**src/rtl/vga_sync_gen.sv**
```systemverilog
// Raster timing generator: free-running H/V counters address the glyph reader, and
// the returned pixel is registered together with HSync/VSync/VideoOn so all pins align.
module vga_sync_gen #(
  parameter int unsigned HVisible = 640,
  parameter int unsigned HFront   = 16,
  parameter int unsigned HSyncW   = 96,
  parameter int unsigned HBack    = 42,
  parameter int unsigned VVisible = 480,
  parameter int unsigned VFront   = 10,
  parameter int unsigned VSyncW   = 2,
  parameter int unsigned VBack    = 31,
  parameter logic [11:0] ColorFG  = 12'hFFF,
  parameter logic [11:0] ColorBG  = 12'h000
) (
  input  logic        Reloj,
  input  logic        Reset,
  input  logic        PixelEn,
  input  logic        Pixel,
  output logic [10:0] Fila,
  output logic [10:0] Columna,
  output logic        HSync,
  output logic        VSync,
  output logic        VideoOn,
  output logic [3:0]  R,
  output logic [3:0]  G,
  output logic [3:0]  B,
  output logic        FrameStart
);

  localparam int unsigned HTotal = HVisible + HFront + HSyncW + HBack;
  localparam int unsigned VTotal = VVisible + VFront + VSyncW + VBack;

  localparam logic [10:0] HLast = 11'(HTotal - 1);
  localparam logic [10:0] VLast = 11'(VTotal - 1);

  // 12-bit bounds so an end-of-sync equal to 2048 still compares correctly.
  localparam logic [11:0] HVisEnd    = 12'(HVisible);
  localparam logic [11:0] HSyncStart = 12'(HVisible + HFront);
  localparam logic [11:0] HSyncEnd   = 12'(HVisible + HFront + HSyncW);
  localparam logic [11:0] VVisEnd    = 12'(VVisible);
  localparam logic [11:0] VSyncStart = 12'(VVisible + VFront);
  localparam logic [11:0] VSyncEnd   = 12'(VVisible + VFront + VSyncW);

  logic [10:0] hcount_q, hcount_d;
  logic [10:0] vcount_q, vcount_d;
  logic        hsync_q, hsync_d;
  logic        vsync_q, vsync_d;
  logic        video_on_q, video_on_d;
  logic [11:0] rgb_q, rgb_d;
  logic        frame_start_q;

  logic [11:0] hcount_ext, vcount_ext;
  logic        h_last, v_last;

  assign hcount_ext = {1'b0, hcount_q};
  assign vcount_ext = {1'b0, vcount_q};
  assign h_last     = (hcount_q == HLast);
  assign v_last     = (vcount_q == VLast);

  always_comb begin
    hcount_d = h_last ? 11'd0 : hcount_q + 11'd1;
    vcount_d = vcount_q;
    if (h_last) begin
      vcount_d = v_last ? 11'd0 : vcount_q + 11'd1;
    end

    video_on_d = (hcount_ext < HVisEnd) && (vcount_ext < VVisEnd);
    rgb_d      = 12'h000;
    if (video_on_d) begin
      rgb_d = Pixel ? ColorFG : ColorBG;
    end
    hsync_d = !((hcount_ext >= HSyncStart) && (hcount_ext < HSyncEnd));
    vsync_d = !((vcount_ext >= VSyncStart) && (vcount_ext < VSyncEnd));
  end

  always_ff @(posedge Reloj) begin
    if (Reset) begin
      hcount_q      <= 11'd0;
      vcount_q      <= 11'd0;
      hsync_q       <= 1'b1;
      vsync_q       <= 1'b1;
      video_on_q    <= 1'b0;
      rgb_q         <= 12'h000;
      frame_start_q <= 1'b0;
    end else begin
      // Updated every clock so the pulse is one clock wide whatever the enable duty.
      frame_start_q <= PixelEn && h_last && v_last;
      if (PixelEn) begin
        hcount_q   <= hcount_d;
        vcount_q   <= vcount_d;
        hsync_q    <= hsync_d;
        vsync_q    <= vsync_d;
        video_on_q <= video_on_d;
        rgb_q      <= rgb_d;
      end
    end
  end

  assign Fila       = vcount_q;
  assign Columna    = hcount_q;
  assign HSync      = hsync_q;
  assign VSync      = vsync_q;
  assign VideoOn    = video_on_q;
  assign {R, G, B}  = rgb_q;
  assign FrameStart = frame_start_q;

endmodule

```
**config.mk**
```make
export PLATFORM = sky130hd
export DESIGN_NAME = vga_sync_gen
export DESIGN_NICKNAME = d
export VERILOG_FILES = /design/src/rtl/vga_sync_gen.sv
export SDC_FILE = /design/constraint.sdc
export NUM_CORES = 1
export LEC_CHECK = 0
export ABC_AREA = 1
export ABC_CLOCK_PERIOD_IN_PS = 4500
export CELL_PAD_IN_SITES_DETAIL_PLACEMENT = 0
export CELL_PAD_IN_SITES_GLOBAL_PLACEMENT = 1
export CORE_ASPECT_RATIO = 1.75
export CORE_MARGIN = 5
export CORE_UTILIZATION = 36
export DETAILED_ROUTE_END_ITERATION = 6
export PLACE_DENSITY_LB_ADDON = 0.25
export SLEW_MARGIN = 30
export SYNTH_ARGS = -nofsm -noshare
export SYNTH_HDL_FRONTEND = slang
export SYNTH_SLANG_ARGS = --single-unit
```
**constraint.sdc**
```tcl
create_clock -name Reloj -period 4.5 [get_ports Reloj]
set_clock_uncertainty 0.2 [all_clocks]
set_input_delay 0.675 -clock Reloj [delete_from_list [all_inputs] [get_ports Reloj]]
set_output_delay 0.675 -clock Reloj [all_outputs]
set_load 0.02 [all_outputs]
```
# Word level (Yosys, flattened, before mapping)
# Cells that the tools add are included.
[totals]
regBits = 38
latch_bits = 0
ramBits = 0
mem_bits_ro = 0
input_bits = 4
output_inout_bits = 38
word_cells = 29
memories = 0
[op_classes]
add_sub_neg = 2
mul = 0
n_div = 0
order_cmp = 6
n_eq_ne = 2
shift = 0
n_mux = 4
bitwise = 0
reduce_logical = 8
[ops]
columns = ["operator", "n"]
rows = [
  ["12-bit 2-to-1 mux", 2],
  ["11-bit by 1-bit adder with 11-bit output, second input constant", 2],
  ["11-bit by 10-bit equality test with 1-bit output, second input constant", 2],
  ["11-bit by 10-bit less-than comparator with 1-bit output, second input constant", 2],
  ["11-bit by 9-bit less-than comparator with 1-bit output, second input constant", 2],
  ["11-bit 2-to-1 mux", 2],
  ["11-bit by 10-bit greater-or-equal comparator with 1-bit output, second input constant", 1],
  ["11-bit by 9-bit greater-or-equal comparator with 1-bit output, second input constant", 1],
  ["1-bit logical AND", 5],
  ["1-bit logical NOT", 2],
  ["2-bit AND reduction", 1],
]

# Logic depth before layout (Yosys ltp)
[logic_depth]
word_depth = 3
depth_mapped = 10
ltp_nobuf = 9

# Worst setup path after synthesis
# No wires, ideal clock.
[synth_path]
path_kind = "input port to flip-flop"
startpoint = "input PixelEn"
endpoint = "register vcount_q[6] (netlist: Fila[6])"
setup_ns = 0.115
t_arrival_ns = 1.439
required_time_ns = 4.185
slack_ns = 2.745
cell_stages = 9
n_path_buf = 2
cell_sequence = "buf_6 > nand2_4 > nor2_2 > nand2_2 > nor2_4 > buf_6 > nand4_1 > nand2_1 > nor2_1"
[synth_via]
elab_chain_len = 1
[synth_rtl]
columns = ["element", "line", "rtl"]
rows = [
  ["start: declaration", "17", "input logic PixelEn,"],
  ["2-bit AND reduction (no source line)", "-", ""],
  ["end signal: assignment", "90", "vcount_q <= vcount_d;"],
  ["end: declaration", "45", "logic [10:0] vcount_q, vcount_d;"],
]
# Every way passes these cells.
# A chain may end at the register's enable or synchronous reset.

==> results.txt <==
Peak VDD IR - 183 uV
MaxCap Viol Count - 0
Setup TNS Final - 0 ps
FF-to-FF End - Columna[6]
Die H - 99.3 um
Worst path bufs/invs - 1
Fin crit share - 52.9%
Cells after Synth - 243
RSZ-0062 raised after global routing - false
First-pass GRT wire length - 7060 um
Status - finished, final reports clean
Fmax - 420 MHz
R2R cell count - 8
Post-CTS setup buffers - 0
Total power - 0.442 mW
Crit path kind - flip-flop to output port
Filler Cell Count - 487
Root Driver - clkbuf_8
Die area - 6060 sq um
Flops & latches, synth - 27
Crit start category - flip-flop
Sw Pwr - 0.113 mW
Core area - 4400 sq um
I/O Buffers - 41
CP max FO - 13
Critical path depth in cells - 1
Crit path DAT - 1510 ps
Pwr dens - 217 nW/um^2
HPWL after detailed placement - 3360 um
Syn Area/Cell - 6.76 sq um
Post-synth cell types - 31
CTS max path bufs - 2
Relative slew slack - 67.2%
Post-layout util - 46.2%
# hold bufs at CTS - 0
CP endpoint kind - output port
Largest net degree at the start of global routing - 15
Cell Area, Synth - 1640 sq um
Layout cells sized above 1 - 8.82%
Int Pwr - 0.329 mW
Vias in the first global route - 1542
Register area - 541 sq um
Initial antenna violation count - 0
Final Net Count - 281
Die X - 61.0 um
Area of the multi-input gates - 861 sq um
Area growth, synth to finish - 24.0%
Most frequent cells in the layout - 52 x nand2_1, 41 x clkdlybuf4s50_1, 37 x nor2_1
CP Capture Point - G[0]
Power share of the combinational group - 11.6%
R2R setup slack - 2700 ps
Critical R2R Launch - Columna[0]
Site Rows - 32
CTS tree - done
Leakage - 0.824 nW
I/O pin count - 42
DR WL/cell - 13.2 um
Initial core utilization - 37.3%
Num CTS Buffers - 3
Remaining Overflow, GRT - 0
CTS sink cnt - 27
CP top delay family - buffers and inverters
Via density - 4.86
Final Max Tran Viols - 0
Final wirelength - 4250 um
Worst-path cell chain - clkdlybuf4s50_1
Hold violation total from the final report - 0
Worst setup startpoint - rgb_q[10]
Final Wtd Congestion - 0.836
Critical Path RT - 3620 ps
Fin worst setup slack - 2120 ps
Hold Crit Class - flip-flop to flip-flop
Vias - 1570
Total global-route track usage - 15.2%
Worst-path clk slew - 100 ps
Clock period minus worst slack - 2380 ps
Syn Nets - 251
First DRT Iteration DRCs - 56
N_diodes - 0
Net Sw Frac - 25.7%
Post-DRT Antenna Nets - 0
Worst-Margin Slew - 491 ps
Post-cts resize count - 0
Syn. warnings - 0
Max stage delay cell, worst path - clkdlybuf4s50_1
Final setup vio count - 0
Reg power frac - 55.8%
Drt drc - 0
Commonest non-fill, non-tap cell in the layout - nand2_1
Clk pwr share - 32.5%
H-tree lvl count - 1
Critical Path Max Stage Delay - 680 ps
Clk_lat worst skew - 280 ps
DP Worst Slack - 1920 ps
Post-synthesis sequential area ratio - 32.9%
TritonRoute pass-1 iters - 4
==> state kept, by name (all words and copies together), names as in the netlist <==
| register | cells |
|---|---|
| Columna | 11 |
| VideoOn | 1 |
| rgb_q | 1 |
| HSync | 1 |
| FrameStart | 1 |
| VSync | 1 |
| Fila | 11 |
==> layer usage <==
layer / vias to the layer above / GRT usage, % / share of wire, %
li1: 822 / - / -
met3: 11 / 1.95 / 3.3
met1: 703 / 17.4 / 39
met4: 0 / 8.35 / 3.4
met5: - / 0 / 0
met2: 34 / 25.9 / 54
==> worst min path at each step <==
stage / endpoint / startpoint / depth (start not counted) / slack (ps)
5_1_grt: HSync / HSync / 2 / 310
3_3_place_gp: VSync / VSync / 2 / 260
3_5_place_dp: VideoOn / VideoOn / 2 / 260
6_report: VideoOn / VideoOn / 2 / 270
2_1_floorplan: VideoOn / VideoOn / 2 / 340
4_1_cts: VideoOn / VideoOn / 2 / 270
==> logic make-up (layout without fill, tap and decap cells) <==
family / count (synthesis) / after routing / share of synthesized area (%)
and+or+nand+nor: 140 / 140 / 40.5
buffers and inverters: 46 / 75 / 14.6
DFF: 27 / 27 / 32.9
AOI/OAI and AO/OA: 24 / 24 / 7.77
adders and majority gates: 4 / 4 / 3.05
xor gates and xnor gates: 2 / 2 / 1.07
==> Yosys cell counts, drive strengths merged <==
| cell type | number | area (sq um) |
|---|---|---|
| inv | 30 | 115 |
| ha | 4 | 50.1 |
| nand2 | 57 | 231 |
| and3 | 1 | 7.51 |
| nand4 | 7 | 43.8 |
| a21oi | 16 | 80.1 |
| nor3b | 1 | 7.51 |
| nor2 | 45 | 213 |
| clkbuf | 1 | 3.75 |
| o21ai | 5 | 25.0 |
| nor3 | 10 | 55.1 |
| or2 | 1 | 6.26 |
| o211ai | 1 | 7.51 |
| nand3b | 1 | 11.3 |
| buf | 15 | 121 |
| nand3 | 17 | 90.1 |
| dfxtp | 27 | 541 |
| a211oi | 2 | 15.0 |
| xor2 | 2 | 17.5 |
==> through the flow <==
step	hold WS [ps]	instance area [sq um]	std cells
after floorplan	340	1640	243
after global placement	257	1990	319
after detailed placement	260	1990	319
after CTS	274	2040	323
after global routing	314	2040	323
final	269	2040	323
==> layout make-up <==
| cell class | count | share of cell area [%] |
|---|---|---|
| Clock buffer | 4 | 2.21 |
| Inverter | 30 | 5.65 |
| Multi-Input combinational cell | 170 | 42.3 |
| Sequential cell | 27 | 26.6 |
| Tap cell | 51 | 3.13 |
| Timing Repair Buffer | 41 | 20.2 |
==> power by group through the flow <==
stage          sequential, mW  combinational (mW)  clock, mW
2_1_floorplan           0.256              0.0325          0
3_3_place_gp            0.252              0.0519          0
3_5_place_dp            0.253              0.0523          0
4_1_cts                 0.247              0.0525      0.149
5_1_grt                 0.248              0.0555      0.157
6_report                0.247              0.0514      0.144
Note: power is estimated with default switching activity, not from simulation.
